===== src/rtl/id_ex_decode_if.sv =====
// ID/EX channel between the decode stage (master) and the execute stage (slave).
// Valid/ready handshake plus the registered ALU operands and control fields.
interface id_ex_decode_if #(
   parameter int XLEN = 64
);
   logic            out_valid;
   logic            out_ready;
   logic [XLEN-1:0] ex_src_a;
   logic [XLEN-1:0] ex_src_b;
   logic [3:0]      ex_alu_ctrl;
   logic [XLEN-1:0] ex_imm;
   logic [XLEN-1:0] ex_pc;
   logic [4:0]      ex_rd;
   logic [4:0]      ex_rs1;
   logic [4:0]      ex_rs2;
   logic            ex_reg_write;
   logic            ex_mem_read;
   logic            ex_mem_write;
   logic            ex_branch;
   logic            ex_illegal;

   modport master (
      output out_valid, ex_src_a, ex_src_b, ex_alu_ctrl, ex_imm, ex_pc,
             ex_rd, ex_rs1, ex_rs2, ex_reg_write, ex_mem_read, ex_mem_write,
             ex_branch, ex_illegal,
      input  out_ready
   );

   modport slave (
      input  out_valid, ex_src_a, ex_src_b, ex_alu_ctrl, ex_imm, ex_pc,
             ex_rd, ex_rs1, ex_rs2, ex_reg_write, ex_mem_read, ex_mem_write,
             ex_branch, ex_illegal,
      output out_ready
   );
endinterface


===== src/rtl/id_ex_decode.sv =====
// RV64I+Zba decode stage with the ID/EX pipeline register feeding the EX-stage ALU.
// One-entry skid-free register: accepts a new instruction whenever the current entry leaves.
module id_ex_decode #(
   parameter int XLEN           = 64,
   parameter bit ILLEGAL_AS_NOP = 1'b1
) (
   input  logic            clk,
   input  logic            rst_n,
   input  logic            flush,
   input  logic            in_valid,
   output logic            in_ready,
   input  logic [31:0]     in_instr,
   input  logic [XLEN-1:0] in_pc,
   input  logic [XLEN-1:0] rs1_data,
   input  logic [XLEN-1:0] rs2_data,
   id_ex_decode_if.master  ex,
   output logic            illegal_o
);

   localparam logic [3:0] ALU_ADD      = 4'b0000;
   localparam logic [3:0] ALU_SUB      = 4'b0001;
   localparam logic [3:0] ALU_AND      = 4'b0010;
   localparam logic [3:0] ALU_OR       = 4'b0011;
   localparam logic [3:0] ALU_SH1ADD   = 4'b0100;
   localparam logic [3:0] ALU_SH2ADD   = 4'b0101;
   localparam logic [3:0] ALU_SH3ADD   = 4'b0110;
   localparam logic [3:0] ALU_ADD_UW   = 4'b0111;
   localparam logic [3:0] ALU_SH1ADDUW = 4'b1000;
   localparam logic [3:0] ALU_SH2ADDUW = 4'b1001;
   localparam logic [3:0] ALU_SH3ADDUW = 4'b1010;
   localparam logic [3:0] ALU_SLLI_UW  = 4'b1011;

   logic [6:0] opcode_p0;
   logic [2:0] f3_p0;
   logic [6:0] f7_p0;
   logic [4:0] rd_p0;

   logic signed [11:0]     imm12_i_p0;
   logic signed [11:0]     imm12_s_p0;
   logic signed [12:0]     imm13_b_p0;
   logic signed [XLEN-1:0] imm_i_p0;
   logic signed [XLEN-1:0] imm_s_p0;
   logic signed [XLEN-1:0] imm_b_p0;

   logic [3:0]      alu_ctrl_p0;
   logic [XLEN-1:0] src_b_p0;
   logic [XLEN-1:0] imm_p0;
   logic            legal_p0;
   logic            writes_rd_p0;
   logic            reg_write_p0;
   logic            mem_read_p0;
   logic            mem_write_p0;
   logic            branch_p0;
   logic            accept_p0;
   logic            capture_p0;

   logic            vld_p1;
   logic [XLEN-1:0] src_a_p1;
   logic [XLEN-1:0] src_b_p1;
   logic [3:0]      alu_ctrl_p1;
   logic [XLEN-1:0] imm_p1;
   logic [XLEN-1:0] pc_p1;
   logic [4:0]      rd_p1;
   logic [4:0]      rs1_p1;
   logic [4:0]      rs2_p1;
   logic            reg_write_p1;
   logic            mem_read_p1;
   logic            mem_write_p1;
   logic            branch_p1;
   logic            illegal_p1;
   logic            illegal_pulse_p1;

   // ---- p0: field extraction and immediate sign extension
   assign opcode_p0  = in_instr[6:0];
   assign rd_p0      = in_instr[11:7];
   assign f3_p0      = in_instr[14:12];
   assign f7_p0      = in_instr[31:25];
   assign imm12_i_p0 = in_instr[31:20];
   assign imm12_s_p0 = {in_instr[31:25], in_instr[11:7]};
   assign imm13_b_p0 = {in_instr[31], in_instr[7], in_instr[30:25], in_instr[11:8], 1'b0};
   assign imm_i_p0   = imm12_i_p0;
   assign imm_s_p0   = imm12_s_p0;
   assign imm_b_p0   = imm13_b_p0;

   always_comb begin
      alu_ctrl_p0  = ALU_ADD;
      src_b_p0     = rs2_data;
      imm_p0       = '0;
      legal_p0     = 1'b0;
      writes_rd_p0 = 1'b0;
      mem_read_p0  = 1'b0;
      mem_write_p0 = 1'b0;
      branch_p0    = 1'b0;
      case (opcode_p0)
         7'b0110011: begin
            writes_rd_p0 = 1'b1;
            case ({f7_p0, f3_p0})
               {7'b0000000, 3'b000}: begin alu_ctrl_p0 = ALU_ADD;    legal_p0 = 1'b1; end
               {7'b0000000, 3'b111}: begin alu_ctrl_p0 = ALU_AND;    legal_p0 = 1'b1; end
               {7'b0000000, 3'b110}: begin alu_ctrl_p0 = ALU_OR;     legal_p0 = 1'b1; end
               {7'b0100000, 3'b000}: begin alu_ctrl_p0 = ALU_SUB;    legal_p0 = 1'b1; end
               {7'b0010000, 3'b010}: begin alu_ctrl_p0 = ALU_SH1ADD; legal_p0 = 1'b1; end
               {7'b0010000, 3'b100}: begin alu_ctrl_p0 = ALU_SH2ADD; legal_p0 = 1'b1; end
               {7'b0010000, 3'b110}: begin alu_ctrl_p0 = ALU_SH3ADD; legal_p0 = 1'b1; end
               default: ;
            endcase
         end
         7'b0111011: begin
            writes_rd_p0 = 1'b1;
            case ({f7_p0, f3_p0})
               {7'b0000100, 3'b000}: begin alu_ctrl_p0 = ALU_ADD_UW;   legal_p0 = 1'b1; end
               {7'b0010000, 3'b010}: begin alu_ctrl_p0 = ALU_SH1ADDUW; legal_p0 = 1'b1; end
               {7'b0010000, 3'b100}: begin alu_ctrl_p0 = ALU_SH2ADDUW; legal_p0 = 1'b1; end
               {7'b0010000, 3'b110}: begin alu_ctrl_p0 = ALU_SH3ADDUW; legal_p0 = 1'b1; end
               default: ;
            endcase
         end
         7'b0010011: begin
            writes_rd_p0 = 1'b1;
            src_b_p0     = imm_i_p0;
            imm_p0       = imm_i_p0;
            case (f3_p0)
               3'b000:  begin alu_ctrl_p0 = ALU_ADD; legal_p0 = 1'b1; end
               3'b111:  begin alu_ctrl_p0 = ALU_AND; legal_p0 = 1'b1; end
               3'b110:  begin alu_ctrl_p0 = ALU_OR;  legal_p0 = 1'b1; end
               default: ;
            endcase
         end
         7'b0011011: begin
            writes_rd_p0 = 1'b1;
            // Shift amount is a 6-bit unsigned field, never sign-extended
            src_b_p0     = {{(XLEN-6){1'b0}}, in_instr[25:20]};
            imm_p0       = src_b_p0;
            if (f3_p0 == 3'b001 && in_instr[31:26] == 6'b000010) begin
               alu_ctrl_p0 = ALU_SLLI_UW;
               legal_p0    = 1'b1;
            end
         end
         7'b0000011: begin
            writes_rd_p0 = 1'b1;
            src_b_p0     = imm_i_p0;
            imm_p0       = imm_i_p0;
            if (f3_p0 == 3'b011) begin
               legal_p0    = 1'b1;
               mem_read_p0 = 1'b1;
            end
         end
         7'b0100011: begin
            src_b_p0 = imm_s_p0;
            imm_p0   = imm_s_p0;
            if (f3_p0 == 3'b011) begin
               legal_p0     = 1'b1;
               mem_write_p0 = 1'b1;
            end
         end
         7'b1100011: begin
            imm_p0 = imm_b_p0;
            if (f3_p0 == 3'b000) begin
               alu_ctrl_p0 = ALU_SUB;
               legal_p0    = 1'b1;
               branch_p0   = 1'b1;
            end
         end
         default: ;
      endcase
      if (!legal_p0) begin
         alu_ctrl_p0 = ALU_ADD;
      end
   end

   assign reg_write_p0 = legal_p0 && writes_rd_p0 && (rd_p0 != 5'd0);
   assign in_ready     = !vld_p1 || ex.out_ready;
   assign accept_p0    = in_valid && in_ready && !flush;
   // In NOP mode an illegal word is consumed but never becomes an EX entry
   assign capture_p0   = accept_p0 && (legal_p0 || !ILLEGAL_AS_NOP);

   // ---- p1: ID/EX register
   always_ff @(posedge clk or negedge rst_n) begin
      if (!rst_n) begin
         vld_p1           <= 1'b0;
         illegal_pulse_p1 <= 1'b0;
         src_a_p1         <= '0;
         src_b_p1         <= '0;
         alu_ctrl_p1      <= ALU_ADD;
         imm_p1           <= '0;
         pc_p1            <= '0;
         rd_p1            <= '0;
         rs1_p1           <= '0;
         rs2_p1           <= '0;
         reg_write_p1     <= 1'b0;
         mem_read_p1      <= 1'b0;
         mem_write_p1     <= 1'b0;
         branch_p1        <= 1'b0;
         illegal_p1       <= 1'b0;
      end else begin
         illegal_pulse_p1 <= accept_p0 && !legal_p0;
         if (flush) begin
            vld_p1 <= 1'b0;
         end else if (in_ready) begin
            vld_p1 <= capture_p0;
            if (capture_p0) begin
               src_a_p1     <= rs1_data;
               src_b_p1     <= src_b_p0;
               alu_ctrl_p1  <= alu_ctrl_p0;
               imm_p1       <= imm_p0;
               pc_p1        <= in_pc;
               rd_p1        <= rd_p0;
               rs1_p1       <= in_instr[19:15];
               rs2_p1       <= in_instr[24:20];
               reg_write_p1 <= reg_write_p0;
               mem_read_p1  <= mem_read_p0;
               mem_write_p1 <= mem_write_p0;
               branch_p1    <= branch_p0;
               illegal_p1   <= !legal_p0;
            end
         end
      end
   end

   assign ex.out_valid    = vld_p1;
   assign ex.ex_src_a     = src_a_p1;
   assign ex.ex_src_b     = src_b_p1;
   assign ex.ex_alu_ctrl  = alu_ctrl_p1;
   assign ex.ex_imm       = imm_p1;
   assign ex.ex_pc        = pc_p1;
   assign ex.ex_rd        = rd_p1;
   assign ex.ex_rs1       = rs1_p1;
   assign ex.ex_rs2       = rs2_p1;
   assign ex.ex_reg_write = reg_write_p1;
   assign ex.ex_mem_read  = mem_read_p1;
   assign ex.ex_mem_write = mem_write_p1;
   assign ex.ex_branch    = branch_p1;
   assign ex.ex_illegal   = illegal_p1;
   assign illegal_o       = illegal_pulse_p1;

endmodule


===== src/flat_wrapper.sv =====
// flat-port wrapper written by rule: the top's interface ports become plain ports
module id_ex_decode_flat 
#(
   parameter int XLEN           = 64,
   parameter bit ILLEGAL_AS_NOP = 1'b1
)
  (clk, rst_n, flush, in_valid, in_ready, in_instr, in_pc, rs1_data, rs2_data, illegal_o, ex_out_valid, ex_ex_src_a, ex_ex_src_b, ex_ex_alu_ctrl, ex_ex_imm, ex_ex_pc, ex_ex_rd, ex_ex_rs1, ex_ex_rs2, ex_ex_reg_write, ex_ex_mem_read, ex_ex_mem_write, ex_ex_branch, ex_ex_illegal, ex_out_ready);
  id_ex_decode_if #(.XLEN(XLEN)) ex_i ();
  input  logic clk;
  input  logic rst_n;
  input  logic flush;
  input  logic in_valid;
  output logic in_ready;
  input  logic [31:0] in_instr;
  input  logic [XLEN-1:0] in_pc;
  input  logic [XLEN-1:0] rs1_data;
  input  logic [XLEN-1:0] rs2_data;
  output logic illegal_o;
  output wire logic [$bits(ex_i.out_valid)-1:0] ex_out_valid;
  output wire logic [$bits(ex_i.ex_src_a)-1:0] ex_ex_src_a;
  output wire logic [$bits(ex_i.ex_src_b)-1:0] ex_ex_src_b;
  output wire logic [$bits(ex_i.ex_alu_ctrl)-1:0] ex_ex_alu_ctrl;
  output wire logic [$bits(ex_i.ex_imm)-1:0] ex_ex_imm;
  output wire logic [$bits(ex_i.ex_pc)-1:0] ex_ex_pc;
  output wire logic [$bits(ex_i.ex_rd)-1:0] ex_ex_rd;
  output wire logic [$bits(ex_i.ex_rs1)-1:0] ex_ex_rs1;
  output wire logic [$bits(ex_i.ex_rs2)-1:0] ex_ex_rs2;
  output wire logic [$bits(ex_i.ex_reg_write)-1:0] ex_ex_reg_write;
  output wire logic [$bits(ex_i.ex_mem_read)-1:0] ex_ex_mem_read;
  output wire logic [$bits(ex_i.ex_mem_write)-1:0] ex_ex_mem_write;
  output wire logic [$bits(ex_i.ex_branch)-1:0] ex_ex_branch;
  output wire logic [$bits(ex_i.ex_illegal)-1:0] ex_ex_illegal;
  input wire logic [$bits(ex_i.out_ready)-1:0] ex_out_ready;
  assign ex_out_valid = ex_i.out_valid;
  assign ex_ex_src_a = ex_i.ex_src_a;
  assign ex_ex_src_b = ex_i.ex_src_b;
  assign ex_ex_alu_ctrl = ex_i.ex_alu_ctrl;
  assign ex_ex_imm = ex_i.ex_imm;
  assign ex_ex_pc = ex_i.ex_pc;
  assign ex_ex_rd = ex_i.ex_rd;
  assign ex_ex_rs1 = ex_i.ex_rs1;
  assign ex_ex_rs2 = ex_i.ex_rs2;
  assign ex_ex_reg_write = ex_i.ex_reg_write;
  assign ex_ex_mem_read = ex_i.ex_mem_read;
  assign ex_ex_mem_write = ex_i.ex_mem_write;
  assign ex_ex_branch = ex_i.ex_branch;
  assign ex_ex_illegal = ex_i.ex_illegal;
  assign ex_i.out_ready = ex_out_ready;
  id_ex_decode #(.XLEN(XLEN), .ILLEGAL_AS_NOP(ILLEGAL_AS_NOP)) u_core (.clk(clk), .rst_n(rst_n), .flush(flush), .in_valid(in_valid), .in_ready(in_ready), .in_instr(in_instr), .in_pc(in_pc), .rs1_data(rs1_data), .rs2_data(rs2_data), .ex(ex_i), .illegal_o(illegal_o));
endmodule

===== config.mk =====
export PLATFORM = sky130hd
export DESIGN_NAME = id_ex_decode_flat
export DESIGN_NICKNAME = d
export VERILOG_FILES = /design/src/rtl/id_ex_decode_if.sv /design/src/rtl/id_ex_decode.sv /design/src/flat_wrapper.sv
export SDC_FILE = /design/constraint.sdc
export NUM_CORES = 1
export LEC_CHECK = 0
export ABC_AREA = 1
export CORE_AREA = 2 2 200 202
export CTS_CLUSTER_SIZE = 16
export DETAILED_ROUTE_END_ITERATION = 7
export DIE_AREA = 0 0 202 204
export DONT_BUFFER_PORTS = 1
export SLEW_MARGIN = 20
export SYNTH_ARGS = -nofsm -noshare
export SYNTH_HDL_FRONTEND = slang
export SYNTH_SLANG_ARGS = --single-unit

===== constraint.sdc =====
create_clock -name clk -period 2.7 [get_ports clk]
set_clock_uncertainty 0.15 [all_clocks]
set_input_delay 0.54 -clock clk [delete_from_list [all_inputs] [get_ports clk]]
set_output_delay 0.54 -clock clk [all_outputs]
set_load 0.01 [all_outputs]

=== Word-level counts from Yosys, hierarchy flattened ===
Index checks and enable logic that the tools add are counted.

* Equality and inequality tests: 19
* Mux-type cells: 22
* Bitwise operators: 1
* Reduce and logical (&&, ||, !) cells: 22

{| class="wikitable"
|+ Operator list
! operator !! count
|-
| $pmux W64 S4 || 1
|-
| $pmux W64 S3 || 1
|-
| $eq A10 B8 Y1 const B || 3
|-
| $eq A7 B6 Y1 const B || 3
|-
| $eq A10 B3 Y1 const B || 2
|-
| $pmux W4 S5 || 1
|-
| $pmux W3 S6 || 1
|-
| $pmux W4 S4 || 1
|-
| $eq A7 B5 Y1 const B || 2
|-
| $mux W1 || 13
|-
| $eq A10 B6 Y1 const B || 1
|-
| $eq A10 B9 Y1 const B || 1
|-
| $logic_not A10 Y1 || 1
|-
| $mux W4 || 2
|-
| $eq A7 B2 Y1 const B || 1
|-
| $eq A7 B7 Y1 const B || 1
|-
| $logic_and A1 B1 Y1 || 7
|-
| $reduce_or A7 Y1 || 1
|-
| $eq A3 B3 Y1 const B || 2
|-
| $eq A6 B2 Y1 const B || 1
|-
| $pmux W1 S6 || 1
|-
| $reduce_bool A5 Y1 || 1
|-
| $reduce_or A5 Y1 || 1
|-
| $pmux W2 S2 || 1
|-
| other kinds (11) || 14
|}

* Register bits: 282
* Output and inout bits: 283
* Logic and storage cells: 79

=== Depth between registers and ports, before layout ===
Gate-level depths: netlist (run 1).

* Depth in word-level cells: 7
* Depth in mapped cells: 14
* Mapped depth without buffers: 12

=== Worst setup path before layout (run 1) ===
No wires, ideal clock.

* Path kind: reg-to-output
* Start point: reg, netlist name u_core.ex.ex_imm[62]
* End point: out ex_ex_imm[13]
* Arrival: 1,396 ps
* Required time: 2,010 ps
* Slack: 614 ps
* Cell stages (with the launch flop): 2
* Buffers on the path: 1
* Path through: dfrtp_1 -> buf_4

{| class="wikitable"
|+ RTL lines
! item !! line !! source
|-
| to (decl) || flat_wrapper.sv:23 || <nowiki>output wire logic [$bits(ex_i.ex_imm)-1:0] ex_ex_imm;</nowiki>
|}

==> results.json, run 1 <==
{
  "fill_cells": 4009,
  "route.detailed.drc": 0,
  "antenna_found_initial": 3,
  "vias_per_cell": 4.69,
  "status": "finished with violations",
  "r2r_slack_ns": 0.78,
  "core_area_um2": 39200,
  "wl_mm": 35.6,
  "finalWorstSetupSlack_ns": 0.500,
  "syn_to_final_growth_pct": 21.6,
  "initial_utilization_pct": 27.5,
  "synth_area_leader_cell": "dfrtp_1",
  "routedWlPerCell_um": 18.3,
  "cp_max_fo": 52,
  "htree_num_levels": 1,
  "worst_slew_pin_slew_ns": 0.579,
  "cts.sinks": 231,
  "crit_required_ns": 2.01,
  "cts.path.max_buffers": 3,
  "finalNetCount": 1628,
  "grt_usage_pct": 16.5,
  "finalHoldViolCount": 231,
  "synth_edf_count": 0,
  "slew_headroom_pct": 61.4,
  "drv_slew": 0,
  "synth_top_area_share_pct": 53.6,
  "cpPeakStageDelay_ns": 0.44,
  "synth.most_common_cell": "nand2_1",
  "timing.final.crit_share_pct": 81.5,
  "grt_pass1_wl_mm": 53.7,
  "tritoncts": "yes",
  "cp_top_family": "flip-flops",
  "cts_resized": 0,
  "syn_inst": 1348,
  "die_area_um2": 41200,
  "fin_crit_ns": 2.20,
  "die_w_um": 202,
  "violations": "negative hold slack",
  "leakagePower_nw": 7.20,
  "total_power_mw": 7.68,
  "drv_cap": 0,
  "antenna_left": 0,
  "hold_buffers": 138,
  "overflow": 0,
  "synth_ff_type": "dfrtp_1",
  "netlist_top_cells_area": "dfrtp_1, nand2_1, nand3_1",
  "hold_ws_ns": -0.472,
  "worst-path-buf-inv": 1,
  "vias": 9117,
  "critical_path.startpoint_type": "register",
  "fmaxAchievable_mhz": 455,
  "place.gp.congestion": 0.808,
  "rsz0062_at_grt": "no",
  "ios": 512,
  "rows": 73,
  "min_path_type": "in -> async",
  "cp.arrival_ns": 1.51,
  "synth_fp_nets": 1577,
  "grt_pass1_vias": 9119,
  "async_flop_share_pct": 100,
  "grt_start_max_net_pins": 232,
  "numCtsBuffers": 26,
  "portBuffers": 0,
  "final-setup-viol-count": 0,
  "worstSetupPathType": "reg -> out",
  "yosysWarningCount": 0,
  "path_clk_slew_ns": 0.06,
  "clk_latency_ns": 0.54,
  "postCtsSetupBuffers": 0,
  "vdd_drop_max_mv": 0.344,
  "cp-end-kind": "output port",
  "pwr_density_cell_nw_per_um2": 585,
  "dpl_worst_slack_ns": 0.208,
  "synth-seq-area-share_pct": 53.6,
  "cp_slowest_cell": "dfrtp_4",
  "first_pass_iters": 5,
  "clock-root-buffer": "clkbuf_16",
  "yosysUniqueCellTypes": 24,
  "syn_area_um2": 10800,
  "dpl.hpwl_mm": 24.4,
  "die_h_um": 204,
  "yosys-top-cells-count": "nand2_1, nand3_1, dfrtp_1",
  "setup_tns_ns": 0,
  "drive_gt1_share_pct": 5.50,
  "avgSynthCellArea_um2": 8.01,
  "ys_seq_elements": 231,
  "crit_chain": "buf_16",
  "initialDrtViolationCount": 863
}
==> cell families after synthesis <==
family | share of synthesized area (%)
simple gates | 35.7
flops | 53.6
compound gates | 0.881
buf+inv | 9.83
==> stage by stage <==
stage	std cells	cell area (um^2)	hold slack, ns	utilization [%]
final	1945	13100	-0.472	33.5
after global routing	1943	13100	-0.508	33.5
after CTS	1942	13100	-0.520	33.5
after detailed placement	1758	10900	0.0983	27.8
after global placement	1758	10900	0.0988	27.8
after floorplan	1348	10800	0.0944	-
==> metal layers <==
layer | track usage [%] | share of wire [%]
met4 | 7.72 | 4.2
met3 | 6.49 | 11
met1 | 18.5 | 37
met5 | 0 | 0
met2 | 27.7 | 47
==> final timing paths <==
check	endpoint	start	depth (start not counted)
setup / recovery	ex_ex_imm[28]	u_core.ex.ex_imm[62]	1
setup reg to reg	u_core.ex.ex_pc[62]	u_core.ex.out_valid	6
hold reg to reg	u_core.ex.ex_src_a[26]	u_core.ex.ex_src_a[26]	2
hold / removal	u_core.ex.ex_src_a[41]	rst_n	0
min in group clk	u_core.ex.ex_src_a[18]	rs1_data[18]	2
max in group asynchronous	u_core.ex.ex_pc[52]	rst_n	0
==> area by class of cell <==
type                    count  area, um^2  area share [%]
inverters                  32         120           0.916
flip-flops and latches    231        5780            44.1
multi-input cells         947        3990            30.4
clock inverters             7        55.1           0.420
clock buffers              39         769            5.87
diodes                      3        7.51          0.0572
well taps                 525         657            5.01
repair buffers            161        1740            13.2
==> power by group <==
part	internal, mW	switching [mW]
combinational	0.237	0.245
sequential	3.60	0.183
clock	1.96	1.45
total	5.80	1.88
==> worst register-to-register path, stage by stage, from the launching register on <==
cell and delay (ns):
dfrtp_1 0.41, inv_1 0.07, nor2_1 0.07, nor3_4 0.26
buf_4 0.54, nand3_1 0.26, nand2_1 0.11
==> cells in the final DEF, fill, tap and decap left out <==
master         count
o21ai_0            5
a21oi_1            4
dfrtp_4            1
nor3_2             2
nand4_1            1
nand2_1          632
a21boi_0           1
buf_4              9
nor2_2             3
diode_2            3
clkinv_4           1
nor3_1             2
o211ai_1           1
nand2_2            2
nand3_1          248
clkbuf_1           6
o21ai_1            1
inv_1             29
nor2_1            35
inv_2              3
clkinv_2           3
dfrtp_1          230
buf_12            13
clkbuf_16         26
nor4_1             1
nand2_8            2
buf_16             1
clkbuf_8           7
clkinvlp_4         2
nand3b_1           1
nor3_4             1
dlygate4sd3_1    138
clkinv_8           1
a22oi_1            4
nor2_4             1
==> state kept, by name, indices dropped and copies added, names as in the netlist, 4 cells and up <==
name / count
u_core.ex.ex_pc: 64
u_core.ex.ex_src_b: 64
u_core.ex.ex_rs1: 5
u_core.ex.ex_rd: 5
u_core.ex.ex_rs2: 5
u_core.ex.ex_src_a: 64
u_core.ex.ex_alu_ctrl: 4
u_core.ex.ex_imm: 13
(Power assumes the default switching activity.)
==> run 2: changes to the inputs <==
==> constraint.sdc (replaced) <==
create_clock -name clk -period 2.2 [get_ports clk]
set_clock_uncertainty 0.15 [all_clocks]
set_input_delay 0.44 -clock clk [delete_from_list [all_inputs] [get_ports clk]]
set_output_delay 0.44 -clock clk [all_outputs]
set_load 0.01 [all_outputs]
==> results.json, run 2 (same netlist as run 1, synthesis figures left out) <==
{
  "slew_headroom_pct": 63.6,
  "finalHoldViolCount": 231,
  "initialDrtViolationCount": 823,
  "drive_gt1_share_pct": 10.8,
  "first_pass_iters": 7,
  "rows": 73,
  "critical_path.startpoint_type": "input port",
  "numCtsBuffers": 27,
  "met3WireLength_mm": 4.10,
  "initial_utilization_pct": 27.5,
  "routed.top_layer": "met4",
  "syn_to_final_growth_pct": 38.6,
  "layout.cells.most_common": "nand2_1",
  "hold_ws_ns": -0.582,
  "clk_latency_ns": 0.54,
  "cp_max_fo": 7,
  "dpl.hpwl_mm": 24.9,
  "setup_tns_ns": 0,
  "die_area_um2": 41200,
  "core_area_um2": 39200,
  "fmaxAchievable_mhz": 469,
  "hold_buffers": 218,
  "routedWlPerCell_um": 19.6,
  "final-setup-viol-count": 0,
  "fin_crit_ns": 2.13,
  "timing.final.crit_share_pct": 96.8,
  "grt_usage_pct": 17.3,
  "cts.path.max_buffers": 3,
  "place.gp.congestion": 0.811,
  "cts.sinks": 231,
  "leakagePower_nw": 8.10,
  "grt_pass1_wl_mm": 56.4,
  "antenna_found_initial": 0,
  "vias_per_cell": 4.86,
  "ios": 512,
  "drv_slew": 0,
  "path_clk_slew_ns": 0.06,
  "dr_wl_met2_mm": 20.0,
  "tritoncts": "yes",
  "vdd_drop_max_mv": 0.545,
  "die_w_um": 202,
  "drv_cap": 0,
  "final_cell_mix": "nand2_1, nand3_1, dfrtp_1",
  "crit_required_ns": 2.50,
  "finalNetCount": 1779,
  "grt_start_max_net_pins": 232,
  "portBuffers": 0,
  "status": "finished with violations",
  "vias": 10200,
  "worstSetupPathType": "in -> reg",
  "wl_mm": 40.9,
  "overflow": 0,
  "worst_slew_pin_slew_ns": 0.544,
  "cp-end-kind": "register",
  "cp.arrival_ns": 2.44,
  "die_h_um": 204,
  "antenna_left": 0,
  "htree_num_levels": 1,
  "grt_pass1_vias": 9763,
  "pwr_density_cell_nw_per_um2": 651,
  "fill_cells": 3771,
  "final_util_pct": 38.2,
  "min_path_type": "in -> async",
  "diodes": 0,
  "clock-root-buffer": "clkbuf_16",
  "route.detailed.drc": 0,
  "violations": "negative hold slack",
  "wl_met1_mm": 14.8
}
run 2: changes by cell type in the layout (fill, tap and decap cells not counted), sizes merged, moves of 2 or more:
| cell | previous run | this run |
|---|---|---|
| dlygate4sd3 | 138 | 216 |
| dlymetal6s4s | 0 | 2 |
| diode | 3 | 0 |
| clkinv | 5 | 7 |
| buf | 23 | 80 |
| clkbuf | 39 | 48 |
run 2: repair_timing:
action | 4_1_cts | 5_1_grt
hold endpoints to repair | 445 | 231
setup endpoints to repair | 0 | 225
gates resized for setup | 0 | 39
buffers inserted | 0 | 12
run 2: per-layer routing:
layer	GRT usage, %	vias to the layer above
met4	7.77	0
met1	19.9	4817
met3	5.45	117
li1	-	4615
met5	0	-
met2	29.6	623
run 2: critical path: stages:
cell and delay (ns):
dlygate4sd3_1 0.58, inv_2 0.08, nand2_2 0.08, nor2_4 0.10, nand3_2 0.10, nand2_2 0.11, nand2_1 0.07, nand2_2 0.10
nor2_4 0.05, nand2_8 0.11, nand2_8 0.11, clkbuf_16 0.20, clkbuf_16 0.17, nand2_1 0.08, nand2_1 0.06
run 2: area by class of cell:
class                           instances  area, um^2  share of cell area [%]
Tap cell                              525         657                    4.39
Timing Repair Buffer                  311        3480                    23.3
Sequential cell                       231        5780                    38.7
Clock inverter                         11         100                   0.669
Clock buffer                           35         746                    4.99
Inverter                               32         123                   0.820
Multi-Input combinational cell        947        4060                    27.2
run 2: metrics by stage:
stage / cell area (um^2) / hold WS (ns) / setup slack [ns] / std cells / total power [mW]
final: 15000 / -0.582 / 0.0697 / 2092 / 9.74
after floorplan: 10800 / -0.00559 / 0.214 / 1348 / 4.96
after global placement: 11300 / -0.000487 / -0.0239 / 1796 / 5.10
after global routing: 15000 / -0.609 / -0.00451 / 2092 / 10.1
after CTS: 14300 / -0.622 / 0.0519 / 2060 / 9.86
after detailed placement: 11300 / -0.00220 / -0.0362 / 1796 / 5.12
run 2: power breakdown:
part / internal (mW) / total (mW) / switching [mW]
logic: 0.413 / 0.769 / 0.357
registers: 4.42 / 4.65 / 0.229
clock network: 2.50 / 4.32 / 1.82
total: 7.33 / 9.74 / 2.41
run 2: worst paths after layout:
| path | slack (ns) | depth (start not counted) | end | start |
|---|---|---|---|---|
| max | 0.07 | 15 | u_core.ex.ex_src_a[62] | in_instr[25] |
| max in group asynchronous | 2.11 | 0 | u_core.ex.ex_pc[55] | rst_n |
| min | -0.58 | 0 | u_core.ex.ex_src_a[38] | rst_n |
| min reg2reg | 0.39 | 2 | u_core.ex.ex_pc[9] | u_core.ex.ex_pc[9] |
| max reg2reg | 0.30 | 9 | u_core.ex.ex_src_a[62] | u_core.ex.out_valid |
| min in group clk | 0.04 | 4 | u_core.ex.ex_imm[3] | in_instr[10] |
==> run 3: changes to the inputs <==
--- a/config.mk
+++ b/config.mk
@@ -11,6 +11,7 @@
 export DETAILED_ROUTE_END_ITERATION = 7
 export DIE_AREA = 0 0 202 204
 export DONT_BUFFER_PORTS = 1
+export GPL_ROUTABILITY_DRIVEN = 0
 export SLEW_MARGIN = 20
 export SYNTH_ARGS = -nofsm -noshare
 export SYNTH_HDL_FRONTEND = slang
==> results of run 3 <==
Same layout as run 2: the final DEF is identical, and so are final timing and power.
